$ cat src/rtl/traffic_pkg.sv
// Shared definitions for the traffic-light interval timer: interval codes,
// timer state encoding, default time parameters and the table selector width.
package traffic_pkg;

    localparam int SEL_W  = 2;
    localparam int CODE_W = 3;

    localparam logic [CODE_W-1:0] INT_BASE = 3'd0;
    localparam logic [CODE_W-1:0] INT_EXT  = 3'd1;
    localparam logic [CODE_W-1:0] INT_YEL  = 3'd2;
    localparam logic [CODE_W-1:0] INT_WALK = 3'd3;

    localparam int DFLT_BASE = 6;
    localparam int DFLT_EXT  = 3;
    localparam int DFLT_YEL  = 2;
    localparam int DFLT_WALK = 3;

    typedef enum logic [1:0] {
        IDLE  = 2'd0,
        COUNT = 2'd1,
        DONE  = 2'd2
    } timer_state_t;

    // Reserved interval codes fall back to the BASE entry.
    function automatic logic [SEL_W-1:0] entry_of(input logic [CODE_W-1:0] code);
        logic [SEL_W-1:0] idx;
        case (code)
            INT_BASE: idx = 2'd0;
            INT_EXT:  idx = 2'd1;
            INT_YEL:  idx = 2'd2;
            INT_WALK: idx = 2'd3;
            default:  idx = 2'd0;
        endcase
        return idx;
    endfunction

endpackage

$ cat src/rtl/one_hz_enable.sv
// Tick divider: counts 0..TICK_CYCLES-1 and flags the terminal count as a
// one-cycle tick. A synchronous clear restarts the phase.
module one_hz_enable #(
    parameter int TICK_CYCLES = 100_000_000
) (
    input  logic clk,
    input  logic Reset,
    input  logic clear,
    output logic tick
);

    localparam int CNT_W = (TICK_CYCLES > 2) ? $clog2(TICK_CYCLES) : 1;
    localparam logic [CNT_W-1:0] LAST = CNT_W'(TICK_CYCLES - 1);

    logic [CNT_W-1:0] cnt_r;

    // Free-running divider, restarted on reset or clear.
    always_ff @(posedge clk) begin
        if (Reset || clear) begin
            cnt_r <= {CNT_W{1'b0}};
        end else if (cnt_r == LAST) begin
            cnt_r <= {CNT_W{1'b0}};
        end else begin
            cnt_r <= cnt_r + CNT_W'(1);
        end
    end

    assign tick = (cnt_r == LAST);

endmodule

$ cat src/rtl/traffic_timer.sv
// Interval timer for the traffic-light FSM: programmable time-parameter table,
// whole-second countdown and a one-cycle expiry pulse.
module traffic_timer
    import traffic_pkg::*;
#(
    parameter int TICK_CYCLES = 100_000_000,
    parameter int VAL_W       = 4,
    parameter int DEF_BASE    = DFLT_BASE,
    parameter int DEF_EXT     = DFLT_EXT,
    parameter int DEF_YEL     = DFLT_YEL,
    parameter int DEF_WALK    = DFLT_WALK
) (
    input  logic               clk,
    input  logic               Reset,
    input  logic               start_timer,
    input  logic [CODE_W-1:0]  interval,
    input  logic               Prog_Sync,
    input  logic [SEL_W-1:0]   Time_Param_Sel,
    input  logic [VAL_W-1:0]   Time_Value,
    output logic               expired,
    output logic               running
);

    logic [VAL_W-1:0] tbl_r [4];
    logic [VAL_W-1:0] remaining_r;
    logic [VAL_W-1:0] sel_val_s;
    logic [VAL_W-1:0] load_val_s;
    timer_state_t     state_r;
    logic             expired_r;
    logic             running_r;
    logic             start_s;
    logic             tick_s;

    // A reprogram cycle swallows any start issued alongside it.
    assign start_s = start_timer & ~Prog_Sync;

    one_hz_enable #(
        .TICK_CYCLES(TICK_CYCLES)
    ) u_tick (
        .clk   (clk),
        .Reset (Reset),
        .clear (start_s),
        .tick  (tick_s)
    );

    // Selected duration, with zero promoted to one second.
    always_comb begin
        sel_val_s = tbl_r[entry_of(interval)];
        if (sel_val_s == {VAL_W{1'b0}}) begin
            load_val_s = VAL_W'(1);
        end else begin
            load_val_s = sel_val_s;
        end
    end

    // Time-parameter table with reset defaults.
    always_ff @(posedge clk) begin
        if (Reset) begin
            tbl_r[0] <= VAL_W'(DEF_BASE);
            tbl_r[1] <= VAL_W'(DEF_EXT);
            tbl_r[2] <= VAL_W'(DEF_YEL);
            tbl_r[3] <= VAL_W'(DEF_WALK);
        end else if (Prog_Sync) begin
            tbl_r[Time_Param_Sel] <= Time_Value;
        end
    end

    // Timer state machine; restart and abort win over a coincident terminal tick.
    always_ff @(posedge clk) begin
        if (Reset) begin
            state_r     <= IDLE;
            remaining_r <= {VAL_W{1'b0}};
            expired_r   <= 1'b0;
            running_r   <= 1'b0;
        end else if (Prog_Sync) begin
            state_r   <= IDLE;
            expired_r <= 1'b0;
            running_r <= 1'b0;
        end else if (start_s) begin
            state_r     <= COUNT;
            remaining_r <= load_val_s;
            expired_r   <= 1'b0;
            running_r   <= 1'b1;
        end else begin
            case (state_r)
                IDLE: begin
                    expired_r <= 1'b0;
                    running_r <= 1'b0;
                end
                COUNT: begin
                    expired_r <= 1'b0;
                    if (tick_s) begin
                        if (remaining_r <= VAL_W'(1)) begin
                            state_r     <= DONE;
                            remaining_r <= {VAL_W{1'b0}};
                            expired_r   <= 1'b1;
                            running_r   <= 1'b0;
                        end else begin
                            remaining_r <= remaining_r - VAL_W'(1);
                        end
                    end
                end
                DONE: begin
                    state_r   <= IDLE;
                    expired_r <= 1'b0;
                    running_r <= 1'b0;
                end
                default: begin
                    state_r   <= IDLE;
                    expired_r <= 1'b0;
                    running_r <= 1'b0;
                end
            endcase
        end
    end

    assign expired = expired_r;
    assign running = running_r;

endmodule

$ cat config.mk
export PLATFORM = sky130hd
export DESIGN_NAME = traffic_timer
export DESIGN_NICKNAME = d
export VERILOG_FILES = /design/src/rtl/traffic_pkg.sv /design/src/rtl/one_hz_enable.sv /design/src/rtl/traffic_timer.sv
export SDC_FILE = /design/constraint.sdc
export NUM_CORES = 1
export LEC_CHECK = 0
export ABC_AREA = 1
export CORE_MARGIN = 4
export CORE_UTILIZATION = 50
export CTS_BUF_LIST = sky130_fd_sc_hd__clkbuf_4
export CTS_CLUSTER_DIAMETER = 150
export CTS_CLUSTER_SIZE = 8
export DETAILED_ROUTE_END_ITERATION = 6
export GPL_TIMING_DRIVEN = 0
export PLACE_DENSITY = 0.76
export SETUP_SLACK_MARGIN = 0.02
export SKIP_CTS_REPAIR_TIMING = 1
export SYNTH_ARGS = -nofsm -noshare
export SYNTH_HDL_FRONTEND = slang
export SYNTH_SLANG_ARGS = --single-unit
$ cat constraint.sdc
create_clock -name clk -period 1.4 [get_ports clk]
set_input_delay 0.35 -clock clk [delete_from_list [all_inputs] [get_ports clk]]
set_output_delay 0.35 -clock clk [all_outputs]
set_load 0.03 [all_outputs]
==> flow_summary.yaml <==
status:
  status: "finished, violations left"
  violations: "negative setup slack"
floorplan:
  die_area_sq_um: 6700
  io_pins: 15
  coreArea_sq_um: 5200
  initial_core_util: 0.524
  die_y_um: 81.9
  die-width_um: 81.9
  rows: 26
synthesis:
  syn-num-nets: 392
  yosysTopAreaCellShare: 0.257
  synth_area_per_cell_sq_um: 7.25
  ys_seq_area_frac: 0.433
  ys_types: 35
  async_flop_share: 0
  yosysWarnings: 0
  synthCells: 376
  synth_common_cells: "nand2_1 (95), nor2_1 (55), inv_1 (48), dfxtp_1 (35), nand3_1 (33)"
  synth_top_cell_by_area: "dfxtp_1"
  synth_area_leaders: "dfxtp_1 (26%), edfxtp_1 (18%), nand2_1 (13%)"
  yosys_most_used_dff: "dfxtp_1"
  post-synth-top-count-cell: "nand2_1"
  syn_area_sq_um: 2730
  synth-seq-cells: 51
  synth-edff-count: 16
placed_design:
  hpwl_mm: 4.23
  port-buffer-count: 14
  dpl_cell_area_sq_um: 3010
  gp_congestion: 0.901
timing:
  slew_violations: 0
  hold_viol_final: 0
  hold_slack_ps: 316
  fin_skew_ps: 10.9
  rsz0062_at_grt: "yes"
  setup_viol: 33
  fmax_mhz: 608
  worst_slew_pin_slew_ps: 446
  timing.final.ws_setup_ps: -245
  slew_headroom: 0.700
  period_share: 1.17
  setup_tns_ps: -4520
  period_minus_slack_ps: 1640
hold_path:
  min_to: "remaining_r[1]"
  min-delay-start: "Reset"
  hold_depth: 2
  min_path_type: "input pin to register"
setup_path:
  crit_type: "register to register"
  crit_required_ps: 1720
  r2r_cells: 7
  arrival_ps: 1970
  r2r-end: "u_tick.cnt_r[19]"
  r2r_start: "u_tick.cnt_r[13]"
  start_kind: "register"
  rrSetupSlack_ps: -240
  cp-end-kind: "register"
  cp_max_fo: 5
layout:
  drive_above_1_share: 0.196
  post-route-util: 0.627
  fin_nets: 418
  area_delta_synth_final_pct: 19.6
  final_area_sq_um: 3260
  diodes: 0
global_routing:
  grt_pass1_vias: 2129
  grt_overflow: 0
  grt_antenna_before_repair: 0
  grt_pass1_wl_mm: 9.36
  grt_start_max_net_pins: 16
  grt_usage: 0.181
power:
  net-switching-power_uw: 679
  power_frac_comb: 0.101
  irDropWorstVdd_v: 0.000563
  seq_power_share: 0.544
  p_int_mw: 2.27
  p_per_area_nw_per_um2: 905
  p_clk_frac: 0.355
  p_sw_frac: 0.230
  p_leak_nw: 1.28
drt:
  dr.first_iter.drc_count: 142
  routedWlPerCell_um: 12.4
  vias_per_cell: 5.18
  wl_mm: 5.87
  vias: 2450
  route.detailed.drc: 0
  postRouteAntennaNets: 0
  drt-pass1-iter-count: 5
clock_network:
  htree_levels: 2
  cts_buffer_depth: 2
  root_buffer: "clkbuf_4"
  clk_latency_ps: 370
  cts_made_buffers: 5
  clock-sinks: 51
  tritoncts: "yes"
  clk_pin_slew_ps: 150
run:
  cap_violations: 0
-- logic make-up after synthesis --
group                    share of synthesized area
AO/OA/AOI/OAI                               0.0454
XOR/XNOR                                    0.0225
adder cells (fa/ha/maj)                     0.0138
buffers and inverters                       0.0775
flip-flops                                   0.433
AND/OR/NAND/NOR                              0.408
-- power groups by stage --
stage | registers [mW] | logic, mW | clock network (mW)
2_1_floorplan | 1.63 | 0.199 | 0
3_3_place_gp | 1.64 | 0.279 | 0
3_5_place_dp | 1.64 | 0.283 | 0
4_1_cts | 1.61 | 0.285 | 1.06
5_1_grt | 1.61 | 0.336 | 1.11
6_report | 1.61 | 0.299 | 1.05
-- cell type report --
type,count,area [sq um]
Sequential cell,51,1190
Fill cell,472,1940
Clock inverter,2,60.1
Clock buffer,6,45.0
Timing Repair Buffer,19,180
Buffer,3,27.5
Inverter,51,194
Multi-Input combinational cell,271,1480
Tap cell,70,87.6
-- placed cells by master (no fill, tap or decap), drive strengths merged, types with 8 or more instances in the layout --
cell type      instances
inv                   50
nand3                 35
clkdlybuf4s50         10
a21oi                 18
dfxtp                 35
nand2                103
nor2                  65
buf                    8
nor3                  13
edfxtp                16
-- flip-flops by register name, indices dropped and copies added, names as in the netlist --
signal and cells:
u_tick.cnt_r 27, tbl_r 16, remaining_r 4, state_r 2, expired 1, running 1
-- metal layers --
| metal | GRT usage | vias to the layer above | part of all wire |
|---|---|---|---|
| met5 | 0 | - | 0 |
| met4 | 0.0581 | 0 | 0.012 |
| met2 | 0.305 | 58 | 0.48 |
| met1 | 0.227 | 1129 | 0.46 |
| met3 | 0.0406 | 5 | 0.049 |
| li1 | - | 1258 | - |
-- critical path, cell delays in order, from the launching register on --
cell     delay [ps]
dfxtp_1         440
nand2_1         180
inv_1           200
nand3_1         110
nor2_1          110
nand4_1         120
or2_2           300
a21oi_1         120
-- metrics by stage --
stage	total power [mW]	worst slack [ps]	cells
3_3_place_gp	1.92	-708	460
6_report	2.95	-245	473
5_1_grt	3.06	-336	473
4_1_cts	2.95	-350	468
3_5_place_dp	1.92	-725	460
2_1_floorplan	1.83	-25.1	376
-- how the worst max path moves through the flow --
stage                             endpoint             start  cells past startpoint  slack (ps)
final                     u_tick.cnt_r[19]  u_tick.cnt_r[13]                      7        -240
after global routing        remaining_r[1]    remaining_r[0]                      9        -340
after CTS                          running           running                      1        -350
after detailed placement       tbl_r[1][2]         Prog_Sync                      9        -720
after global placement         tbl_r[0][0]         Prog_Sync                      9        -710
after floorplan                tbl_r[3][0]         Prog_Sync                      5         -30
No activity file was read; power rests on OpenSTA's default activity.
